--- src/rtl/if_fetch_redirect_pkg.sv ---
// Shared next-PC select codes and reset constants for the IF stage and the ID controller.
package if_fetch_redirect_pkg;

  typedef enum logic [1:0] {
    NPC_SEQ = 2'b00,
    NPC_BR  = 2'b01,
    NPC_J   = 2'b10,
    NPC_JR  = 2'b11
  } npc_op_e;

  localparam logic [31:0] RESET_PC_DEF  = 32'h0000_3000;
  localparam logic [31:0] NOP_INSTR_DEF = 32'h0000_0000;

endpackage

--- src/rtl/if_fetch_redirect_npc_calc.sv ---
// Combinational next-PC selection: sequential, branch, jump and register-jump targets.
module npc_calc
  import if_fetch_redirect_pkg::*;
(
  input  logic [31:0] pc_f,
  input  logic [31:0] pc_d,
  input  logic [31:0] instr_d,
  input  logic [1:0]  npc_op,
  input  logic        br_taken,
  input  logic        nullify,
  input  logic [31:0] jr_target,
  input  logic        valid_d,
  output logic [31:0] npc
);

  logic [31:0] seq_tgt;
  logic [31:0] pc_d4;
  logic [31:0] br_tgt;
  logic [31:0] j_tgt;

  assign seq_tgt = pc_f + 32'd4;
  assign pc_d4   = pc_d + 32'd4;
  assign br_tgt  = pc_d4 + {{14{instr_d[15]}}, instr_d[15:0], 2'b00};
  assign j_tgt   = {pc_d4[31:28], instr_d[25:0], 2'b00};

  always_comb begin
    npc = seq_tgt;
    if (valid_d && !nullify) begin
      unique case (npc_op_e'(npc_op))
        NPC_BR:  npc = br_taken ? br_tgt : seq_tgt;
        NPC_J:   npc = j_tgt;
        NPC_JR:  npc = jr_target;
        default: npc = seq_tgt;
      endcase
    end
  end

endmodule

--- src/rtl/if_fetch_redirect.sv ---
// IF stage: PC register, IF/ID pipeline register, delay-slot squash and sticky protocol check.
module if_fetch_redirect
  import if_fetch_redirect_pkg::*;
#(
  parameter logic [31:0] RESET_PC  = RESET_PC_DEF,
  parameter logic [31:0] NOP_INSTR = NOP_INSTR_DEF
) (
  input  logic        clk,
  input  logic        reset,
  input  logic        stall,
  input  logic [31:0] instr_f,
  input  logic [1:0]  npc_op,
  input  logic        br_taken,
  input  logic        nullify,
  input  logic [31:0] jr_target,
  output logic [31:0] pc_f,
  output logic [31:0] instr_d,
  output logic [31:0] pc_d,
  output logic [31:0] pc8_d,
  output logic        valid_d,
  output logic [31:0] npc,
  output logic        proto_err
);

  logic [31:0] pc_f_q, pc_f_d;
  logic [31:0] instr_d_q, instr_d_d;
  logic [31:0] pc_d_q, pc_d_d;
  logic        valid_d_q, valid_d_d;
  logic        proto_err_q, proto_err_d;
  logic        decide;
  logic        violation;

  // ID decisions only count when a real instruction sits in ID and it is not held.
  assign decide = valid_d_q && !stall;

  npc_calc u_npc_calc (
    .pc_f      (pc_f_q),
    .pc_d      (pc_d_q),
    .instr_d   (instr_d_q),
    .npc_op    (npc_op),
    .br_taken  (br_taken),
    .nullify   (nullify),
    .jr_target (jr_target),
    .valid_d   (decide),
    .npc       (npc)
  );

  assign violation = (nullify && br_taken)
                   || (nullify && (npc_op_e'(npc_op) != NPC_BR))
                   || ((npc_op_e'(npc_op) == NPC_JR) && (jr_target[1:0] != 2'b00));

  always_comb begin
    pc_f_d      = pc_f_q;
    instr_d_d   = instr_d_q;
    pc_d_d      = pc_d_q;
    valid_d_d   = valid_d_q;
    proto_err_d = proto_err_q;
    if (!stall) begin
      if (nullify && valid_d_q) begin
        pc_f_d    = pc_f_q + 32'd4;
        instr_d_d = NOP_INSTR;
        pc_d_d    = pc_f_q;
        valid_d_d = 1'b0;
      end else begin
        pc_f_d    = npc;
        instr_d_d = instr_f;
        pc_d_d    = pc_f_q;
        valid_d_d = 1'b1;
      end
      if (decide && violation) proto_err_d = 1'b1;
    end
  end

  always_ff @(posedge clk) begin
    if (reset) begin
      pc_f_q      <= RESET_PC;
      instr_d_q   <= NOP_INSTR;
      pc_d_q      <= '0;
      valid_d_q   <= 1'b0;
      proto_err_q <= 1'b0;
    end else begin
      pc_f_q      <= pc_f_d;
      instr_d_q   <= instr_d_d;
      pc_d_q      <= pc_d_d;
      valid_d_q   <= valid_d_d;
      proto_err_q <= proto_err_d;
    end
  end

  assign pc_f      = pc_f_q;
  assign instr_d   = instr_d_q;
  assign pc_d      = pc_d_q;
  assign pc8_d     = pc_d_q + 32'd8;
  assign valid_d   = valid_d_q;
  assign proto_err = proto_err_q;

endmodule

--- config.mk ---
export PLATFORM = sky130hd
export DESIGN_NAME = if_fetch_redirect
export DESIGN_NICKNAME = d
export VERILOG_FILES = /design/src/rtl/if_fetch_redirect_pkg.sv /design/src/rtl/if_fetch_redirect_npc_calc.sv /design/src/rtl/if_fetch_redirect.sv
export SDC_FILE = /design/constraint.sdc
export NUM_CORES = 1
export LEC_CHECK = 0
export ABC_AREA = 1
export CAP_MARGIN = 20
export CORE_ASPECT_RATIO = 2
export CORE_MARGIN = 2
export CORE_UTILIZATION = 43
export DETAILED_ROUTE_END_ITERATION = 6
export PLACE_DENSITY = 0.8
export SLEW_MARGIN = 20
export SYNTH_ARGS = -nofsm -noshare
export SYNTH_HDL_FRONTEND = slang
export SYNTH_SLANG_ARGS = --single-unit
--- constraint.sdc ---
create_clock -name clk -period 5.6 [get_ports clk]
set_input_delay 1.68 -clock clk [delete_from_list [all_inputs] [get_ports clk]]
set_output_delay 1.68 -clock clk [all_outputs]
set_load 0.02 [all_outputs]
==> flow_summary.json, run 1 <==
{
  "status": "complete, no violations",
  "critPathMostFrequentCell": "inv_2",
  "drive_gt1_share_pct": 17.14,
  "synth.top_cell.area_share_pct": 22.53,
  "setup_viol": 0,
  "synthTopCellsByArea": "dfxtp_1, nand2_1, inv_1",
  "synth_nets": 1610,
  "worst_slew_pin_slew_ns": 1.114,
  "fin_crit_ns": 5.462,
  "leakagePower_nw": 6.293,
  "cts.sinks": 98,
  "design_area_um2": 12990,
  "grt_pass1_vias": 11110,
  "synth_cell_type_count": 41,
  "holdCritPathClass": "flop to flop",
  "hold_buffers": 0,
  "worst_skew_pair.late_latency_ns": 0.37,
  "dpl-instance-area_um2": 12170,
  "grt_overflow": 0,
  "required_ns": 3.92,
  "dr.pass1.iters": 5,
  "pre_cts_ws_ns": -0.3533,
  "finalMaxSlewViolations": 0,
  "p_total_mw": 2.287,
  "core_area_um2": 19910,
  "vias_per_cell": 5.380,
  "routabilityCongestion": 1.044,
  "irDropWorstVdd_mv": 0.1801,
  "final.setup.worst_slack_ns": 0.1378,
  "grt_start_max_net_pins": 110,
  "htreeDepth": 3,
  "fin_setup_tns_ns": 0,
  "crit_path_top_delay_cell": "clkdlybuf4s50_1",
  "dieArea_um2": 21470,
  "ys.flop_type": "dfxtp_1",
  "fin_util_pct": 65.26,
  "fp.dieH_um": 205.2,
  "drc": 0,
  "avgSynthCellArea_um2": 5.797,
  "multiInputGateArea_um2": 6166,
  "path_class": "input port to output port",
  "cp_data_arrival_time_ns": 3.78,
  "dp.final_hpwl_um": 33110,
  "grt_usage_pct": 37.40,
  "critPathLaunchType": "input port",
  "fillCellCount": 1895,
  "yosysSeqAreaShare_pct": 22.53,
  "rsz0062_at_grt": "yes",
  "area_growth_pct": 49.23,
  "cp_cell_sequence": "clkdlybuf4s50_1 > buf_4 > nor2_2 > inv_2 > nor2_1 > inv_2 > o211ai_1 > nand2_1 > o21ai_0 > clkdlybuf4s15_1",
  "numCtsBuffers": 9,
  "stdcell_count": 2100,
  "syn_area_um2": 8707,
  "vias": 11300,
  "netlist_instances": 1502,
  "grt_pass1_wl_um": 60770,
  "maxSlewHeadroom_pct": 25.73,
  "routedWlPerCell_um": 19.56,
  "clk_pin_slew_worst_paths_ns": 0.08,
  "fin_hold_ws_ns": 0.4673,
  "dp.cells": 2074,
  "start_util_pct": 43.73,
  "synthTopCellsByCount": "nand2_1, inv_1, nand3_1, a21oi_1, nor2_1",
  "finalNetCount": 1941,
  "ys_warn_count": 0,
  "seq_area_um2": 1967,
  "drt_iter0_markers": 762,
  "ys_ff_latch": 98,
  "cts_root_buf": "clkbuf_16",
  "synth_most_common_cell": "nand2_1",
  "async_flop_share_pct": 0,
  "pin_count": 233,
  "antenna_found_initial": 1,
  "critPathMaxFanout": 11,
  "die_w_um": 104.6,
  "end_kind": "output port",
  "cts_tree": "done",
  "finClkSkew_ns": 0.01163,
  "synth_edf_count": 0,
  "yosysTopAreaCell": "dfxtp_1",
  "port_buffers": 232,
  "row_count": 73,
  "power_density_nw_per_um2": 176.0,
  "timing.final.crit_share_pct": 97.54,
  "n_antenna_cell": 0,
  "clockBufferDepth": 2,
  "max_cap_viol_count": 0,
  "cpPeakStageDelay_ns": 0.42,
  "max_freq_ghz": 0.1831,
  "wl_um": 41080,
  "ant_nets": 0,
  "hold_viol_final": 0
}
==> state kept, by name, summed over array words and instances, names as in the netlist <==
register and cells:
instr_d 32, pc_d 32, pc_f 32, proto_err 1
valid_d 1
==> critical path, delay by kind of cell <==
kind | cells | cell delay, ns
AND/OR/NAND/NOR | 3 | 0.41
AO/OA/AOI/OAI | 2 | 0.51
buffers and inverters | 5 | 1.18
==> layout by cell type, fill, tap and decap left out, types with 11 or more instances in the layout <==
cell,n
nor2_1,93
inv_2,13
dlygate4sd2_1,14
nand2_2,31
dfxtp_1,94
a21oi_1,111
nor3_1,19
nand2_1,442
nor2_2,15
nor3_2,11
nand3_1,115
nor2_4,14
xor2_1,49
nand4_1,15
ha_1,27
inv_1,210
buf_4,139
o21ai_0,74
xnor2_1,11
o21ai_1,18
clkdlybuf4s50_1,197
==> layout make-up <==
cell class	count	share of cell area, %
multi-input combinational	1125	47.45
timing repair buffer	376	26.09
sequential	98	15.14
inverter	223	6.442
tap	262	2.523
clock buffer	9	1.733
clock inverter	7	0.6259
==> power by group <==
part           total (mW)  leakage [nW]  internal (mW)  switching [mW]
sequential          0.807         0.810          0.741          0.0661
clock               0.657         0.150          0.319           0.338
combinational       0.823          5.33          0.353           0.470
==> worst paths after layout <==
| kind | start | to | slack (ns) | cells past startpoint |
|---|---|---|---|---|
| worst max-delay path | npc_op[1] | npc[5] | 0.14 | 10 |
| worst min-delay path | proto_err$_SDFFE_PP0P_ | proto_err$_SDFFE_PP0P_ | 0.47 | 2 |
| worst max register to register | pc_d[4]$_SDFFE_PP0N_ | pc_f[19]$_SDFFE_PP0N_ | 2.08 | 29 |
| worst min register to register | proto_err$_SDFFE_PP0P_ | proto_err$_SDFFE_PP0P_ | 0.47 | 2 |
==> repair_timing <==
action	4_1_cts	5_1_grt
endpoints found under the setup margin	32	21
setup buffers	2	7
resized for setup	81	121
pin swaps	4	23
gates cloned	0	0
==> per-layer routing <==
layer	GRT usage, %	part of all wire (%)
met1	36.60	34
met2	68.07	51
met3	5.068	5.2
met4	32.90	10
met5	0	0
==> cells by family (layout without fill, tap and decap cells) <==
group,Yosys count,in the layout,share of synthesized area [%]
AO/OA/AOI/OAI,235,235,14.18
XOR/XNOR,65,65,6.625
adder cells (fa/ha/maj),37,37,5.403
buffers and inverters,279,615,12.30
flip-flops,98,98,22.53
multiplexers,3,3,0.3449
AND/OR/NAND/NOR,785,785,38.61
Power figures use the tool's default switching activity.
==> run 2: changes to the inputs <==
==> constraint.sdc (replaced) <==
create_clock -name clk -period 5.6 [get_ports clk]
set_input_delay 1.12 -clock clk [delete_from_list [all_inputs] [get_ports clk]]
set_output_delay 1.12 -clock clk [all_outputs]
set_load 0.02 [all_outputs]
==> run 2 against run 1 <==
  * Sequential power rose by 0.6%
  * Sequential share of layout area rose by 1.5 points
  * Combinational power shrank 11%
  * Largest power group is now registers
  * Maximum frequency rose by 2.1%
  * Critical path depth is 9 higher
  * Largest cell class unchanged
==> flow_summary.json, run 2 (same netlist as run 1, synthesis figures left out) <==
{
  "core_area_um2": 19910,
  "grt_pass1_wl_um": 60430,
  "cpPeakStageDelay_ns": 0.60,
  "clk_pin_slew_worst_paths_ns": 0.09,
  "fin_hold_ws_ns": 0.4681,
  "critPathMaxFanout": 10,
  "irDropWorstVdd_mv": 0.1814,
  "numCtsBuffers": 9,
  "dr.pass1.iters": 5,
  "vias": 10960,
  "worst_skew_pair.late_latency_ns": 0.39,
  "finalNetCount": 1834,
  "htreeDepth": 3,
  "vias_per_cell": 5.497,
  "cts_root_buf": "clkbuf_16",
  "crit_path_top_delay_cell": "clkdlybuf4s50_1",
  "cts_tree": "done",
  "dieArea_um2": 21470,
  "power_switching_mw": 0.8376,
  "final.setup.worst_slack_ns": 0.2476,
  "start_util_pct": 43.73,
  "pwr-share-seq_pct": 36.2,
  "power_density_nw_per_um2": 190.1,
  "setup_viol": 0,
  "critPathLaunchType": "flop",
  "wl_um": 41250,
  "end_kind": "output port",
  "die_w_um": 104.6,
  "antenna_found_initial": 1,
  "p_clk_share_pct": 31.0,
  "swShare_pct": 37.34,
  "required_ns": 4.48,
  "pre_cts_ws_ns": 0.1054,
  "routabilityCongestion": 1.122,
  "p_total_mw": 2.243,
  "critical_path_buf_inv_count": 5,
  "pin_count": 233,
  "routedWlPerCell_um": 20.69,
  "critPathMostFrequentCell": "nand2_1",
  "finalMaxSlewViolations": 0,
  "cp_cell_sequence": "buf_4 > inv_2 > ha_1 > inv_1 > fa_1 > inv_1 > nand3_1 > nand3_1 > nand2_1 > nand2_1 > nand2_1 > nand2_1 > nand2_1 > nand3b_1 > nand3_1 > nand2_1 > nand2_1 > nand2_1 > clkdlybuf4s50_1",
  "maxSlewHeadroom_pct": 31.62,
  "grt_usage_pct": 37.61,
  "fp.dieH_um": 205.2,
  "path_class": "flop to output port",
  "cp_data_arrival_time_ns": 4.23,
  "max_freq_ghz": 0.1868,
  "grt_pass1_vias": 10520,
  "grt_start_max_net_pins": 83,
  "leakagePower_nw": 5.634,
  "max_cap_viol_count": 0,
  "hold_viol_final": 0,
  "fin_util_pct": 59.26,
  "clockBufferDepth": 2,
  "row_count": 73,
  "worst_slew_pin_slew_ns": 1.017,
  "fin_crit_ns": 5.352,
  "p_int_mw": 1.406,
  "dp.final_hpwl_um": 33130,
  "mostFrequentLayoutCells": "nand2_1, clkdlybuf4s50_1, inv_1, nand3_1, a21oi_1",
  "drc": 0,
  "port_buffers": 232,
  "ant_nets": 0,
  "status": "complete, no violations",
  "grt_overflow": 0,
  "drive_gt1_share_pct": 6.817,
  "cts.sinks": 98,
  "comb_power_share_pct": 32.8,
  "rsz0062_at_grt": "yes",
  "timing.final.crit_share_pct": 95.58,
  "cp_top_family": "buffers and inverters",
  "layout_commonest_cell": "nand2_1",
  "area_growth_pct": 35.52,
  "drt_iter0_markers": 900,
  "holdCritPathClass": "flop to flop",
  "finClkSkew_ns": 0.02276
}
[run 2: cell types whose count changed in the layout (fill, tap and decap cells not counted), sizes merged]
cell,before,now
diode,0,1
inv,226,227
dlymetal6s2s,3,5
clkinv,4,0
dlygate4sd2,14,2
bufinv,0,1
buf,156,39
clkbuf,13,14
clkdlybuf4s15,2,3
clkdlybuf4s50,197,217
[run 2: through the flow]
step                      setup TNS [ns]  cell area (um2)  std cells
after floorplan                        0             8707       1502
after global placement                 0            11390       1976
after detailed placement               0            11390       1976
after CTS                              0            11730       1993
after global routing            -0.01305            11800       1994
final                                  0            11800       1994
[run 2: path summary, 6_finish.rpt]
path	cells after the start	slack (ns)	to	startpoint
max	19	0.25	npc[18]	pc_d[2]$_SDFFE_PP0N_
min	2	0.47	instr_d[30]$_SDFFE_PP0N_	instr_d[30]$_SDFFE_PP0N_
max reg2reg	22	1.77	pc_f[31]$_SDFFE_PP0N_	pc_d[23]$_SDFFE_PP0N_
min reg2reg	2	0.47	instr_d[30]$_SDFFE_PP0N_	instr_d[30]$_SDFFE_PP0N_
[run 2: what timing repair did]
action                     4_1_cts  5_1_grt
setup endpoints to repair       10       16
setup buffers                    1        0
hold buffers                     0        0
gates resized for setup         20       29
pin swaps                        1        2
[run 2: metal layers]
| layer | share of wire [%] | vias up | track usage [%] |
|---|---|---|---|
| li1 | - | 5221 | - |
| met1 | 34 | 5012 | 37.80 |
| met2 | 50 | 559 | 68.46 |
| met3 | 5.9 | 169 | 5.385 |
| met4 | 9.6 | 0 | 30.19 |
| met5 | 0 | - | 0 |
[run 2: power groups by stage]
stage | sequential, mW | combinational [mW] | clock (mW)
detailed placement | 0.824 | 0.720 | 0
CTS | 0.809 | 0.722 | 0.698
floorplan | 0.854 | 0.338 | 0
finish | 0.812 | 0.735 | 0.696
global placement | 0.824 | 0.717 | 0
global route | 0.815 | 0.784 | 0.725
[run 2: cell type report]
cell class | count | area, um2
clock inverters | 5 | 67.56
diodes | 1 | 2.502
well taps | 262 | 327.8
flip-flops and latches | 98 | 1963
repair buffers | 269 | 2585
clock buffers | 11 | 242.7
multi-input cells | 1125 | 5774
fillers | 2051 | 8112
inverters | 223 | 837.1
[run 2: worst register-to-register path: cells and delay by family (launching register included)]
family                   cells  cell delay (ns)
flip-flops                   1             0.51
buffers and inverters        3             0.15
AND/OR/NAND/NOR             18             2.64
adder cells (fa/ha/maj)      1             0.46
==> run 3: changes to the inputs <==
--- a/config.mk
+++ b/config.mk
@@ -10,7 +10,9 @@
 export CORE_ASPECT_RATIO = 2
 export CORE_MARGIN = 2
 export CORE_UTILIZATION = 43
+export CTS_BUF_LIST = sky130_fd_sc_hd__clkbuf_2
 export DETAILED_ROUTE_END_ITERATION = 6
+export GPL_ROUTABILITY_DRIVEN = 0
 export PLACE_DENSITY = 0.8
 export SLEW_MARGIN = 20
 export SYNTH_ARGS = -nofsm -noshare
==> run 3 against run 2 <==
  * The flow now finishes with violations (design-rule violations)
  * Highest routed layer unchanged
  * Routed wire length decreased by 3.4%
  * Cell area increased by 0.16%
  * Via count increased by 3.9%
  * Sequential cell count unchanged
  * Critical endpoint is now npc[19]
  * Non-clock buffer count decreased by 5
  * Sequential share of layout area increased by 0.23 points
  * Register-to-register slack improved by 0.03 ns
  * Die area unchanged
==> flow_summary.json, run 3 (same netlist as run 1, synthesis figures left out) <==
{
  "status": "finished with violations",
  "violations": "design-rule violations",
  "core_area_um2": 19910,
  "htreeDepth": 3,
  "p_total_mw": 1.927,
  "critPathMostFrequentCell": "nand2_1",
  "routedWlPerCell_um": 20.02,
  "pin_count": 233,
  "cts_root_buf": "clkbuf_2",
  "comb_power_share_pct": 38.9,
  "fin_crit_ns": 5.523,
  "hold_viol_final": 0,
  "power_switching_mw": 0.8086,
  "vias": 11380,
  "layout_commonest_cell": "nand2_1",
  "critPathLaunchType": "flop",
  "dp.final_hpwl_um": 31060,
  "maxSlewHeadroom_pct": 26.38,
  "rsz0062_at_grt": "yes",
  "fp.dieH_um": 205.2,
  "end_kind": "output port",
  "ff2ff_path_depth": 27,
  "timing.final.crit_share_pct": 98.62,
  "drive_gt1_share_pct": 10.14,
  "crit_path_top_delay_cell": "dfxtp_4",
  "cp_data_arrival_time_ns": 4.40,
  "setup_viol": 0,
  "pre_cts_ws_ns": 0.05155,
  "cp_cell_sequence": "ha_4 > inv_2 > nor2_4 > inv_2 > nor2_4 > inv_2 > nor2_4 > nand2_2 > nor2_1 > xor2_1 > nand2_1 > nand2_1 > ha_1 > nand2_1 > nor2_2 > inv_1 > nor2_2 > nand3_1 > nand4_1 > nand3_1 > nand2_1 > nand2_1 > o21ai_1 > clkbuf_2",
  "path_class": "flop to output port",
  "cts_tree": "done",
  "swShare_pct": 41.96,
  "power_density_nw_per_um2": 163.0,
  "area_growth_pct": 35.74,
  "grt_usage_pct": 35.44,
  "holdCritPathClass": "flop to flop",
  "cts.sinks": 98,
  "cpPeakStageDelay_ns": 0.44,
  "pwr-share-seq_pct": 42.4,
  "clk_pin_slew_worst_paths_ns": 0.30,
  "p_clk_share_pct": 18.7,
  "grt_overflow": 0,
  "leakagePower_nw": 5.591,
  "finClkSkew_ns": 0.05818,
  "antenna_found_initial": 2,
  "dpl-instance-area_um2": 11270,
  "vias_per_cell": 5.717,
  "worst_slew_pin_slew_ns": 1.102,
  "design_area_um2": 11820,
  "wl_um": 39850,
  "irDropWorstVdd_mv": 0.1633,
  "grt_pass1_wl_um": 57970,
  "dr.pass1.iters": 7,
  "p_int_mw": 1.118,
  "max_cap_viol_count": 0,
  "critPathMaxFanout": 5,
  "numCtsBuffers": 9,
  "fin_setup_tns_ns": 0,
  "grt_pass1_vias": 10610,
  "required_ns": 4.48,
  "finalNetCount": 1829,
  "dieArea_um2": 21470,
  "min_path_cells": 2,
  "clockBufferDepth": 2,
  "worst_skew_pair.late_latency_ns": 0.74,
  "hold_buffers": 0,
  "fillCellCount": 1974,
  "port_buffers": 232,
  "ant_nets": 0,
  "die_w_um": 104.6,
  "drt_iter0_markers": 1117,
  "start_util_pct": 43.73,
  "final.setup.worst_slack_ns": 0.07741,
  "grt_start_max_net_pins": 84,
  "finalMaxSlewViolations": 0,
  "row_count": 73,
  "drc": 4,
  "max_freq_ghz": 0.1811,
  "mostFrequentLayoutCells": "nand2_1, inv_1, clkdlybuf4s50_1, nand3_1, a21oi_1"
}
==> run 3: changes by cell type in the layout (fill, tap and decap cells not counted), sizes merged <==
cell           delta
clkbuf            +6
clkdlybuf4s50     -6
buf               -3
diode             +2
bufinv            -1
clkdlybuf4s15     -1
clkinvlp          +1
dlygate4sd2       -1
==> run 3: worst paths after layout <==
path / from / end / slack [ns]
setup / recovery: pc_d[3]$_SDFFE_PP0N_ / npc[19] / 0.08
hold / removal: instr_d[27]$_SDFFE_PP0N_ / instr_d[27]$_SDFFE_PP0N_ / 0.48
setup reg to reg: pc_d[3]$_SDFFE_PP0N_ / pc_f[29]$_SDFFE_PP0N_ / 1.80
hold reg to reg: instr_d[27]$_SDFFE_PP0N_ / instr_d[27]$_SDFFE_PP0N_ / 0.48
==> run 3: through the flow <==
step / hold WS [ns] / utilization (%) / cells
final: 0.4838 / 59.36 / 1991
after global routing: 0.5014 / 59.34 / 1990
after CTS: 0.4866 / 57.85 / 1980
after global placement: 0.4406 / 56.58 / 1960
after detailed placement: 0.4574 / 56.58 / 1960
after floorplan: 0.5264 / - / 1502
==> run 3: area by class of cell <==
cell class,count,area (um2),area share [%]
clock buffers,11,55.05,0.4658
diodes,3,7.507,0.06352
flip-flops and latches,98,1993,16.86
inverters,223,839.6,7.104
clock inverters,5,42.54,0.3599
multi-input cells,1125,6023,50.96
well taps,262,327.8,2.774
repair buffers,264,2530,21.41
==> run 3: power groups by stage <==
stage,registers [mW],logic (mW),clock network (mW)
after CTS,0.812,0.709,0.361
after global routing,0.821,0.794,0.384
after floorplan,0.854,0.338,0
final,0.817,0.749,0.361
after global placement,0.824,0.696,0
after detailed placement,0.825,0.700,0
==> run 3: what timing repair did <==
item | 4_1_cts | 5_1_grt
endpoints found under the setup margin | 22 | 22
gates resized for setup | 58 | 96
pin swaps | 4 | 25
setup buffers | 4 | 8
==> run 3: routing by layer <==
layer  up-vias  GRT usage [%]  share of wire (%)
met1      5153          34.77                 32
met2       758          62.49                 49
met5         -              0                  0
met4         0          32.81                 11
met3       262          6.303                8.4
li1       5210              -                  -
==> run 3: critical path, delay by kind of cell (launching register included) <==
kind | cells | cell delay (ns)
flops | 1 | 0.44
xor+xnor | 1 | 0.10
fa+ha+maj | 2 | 0.50
compound gates | 1 | 0.15
simple gates | 15 | 2.01
buf+inv | 5 | 0.49
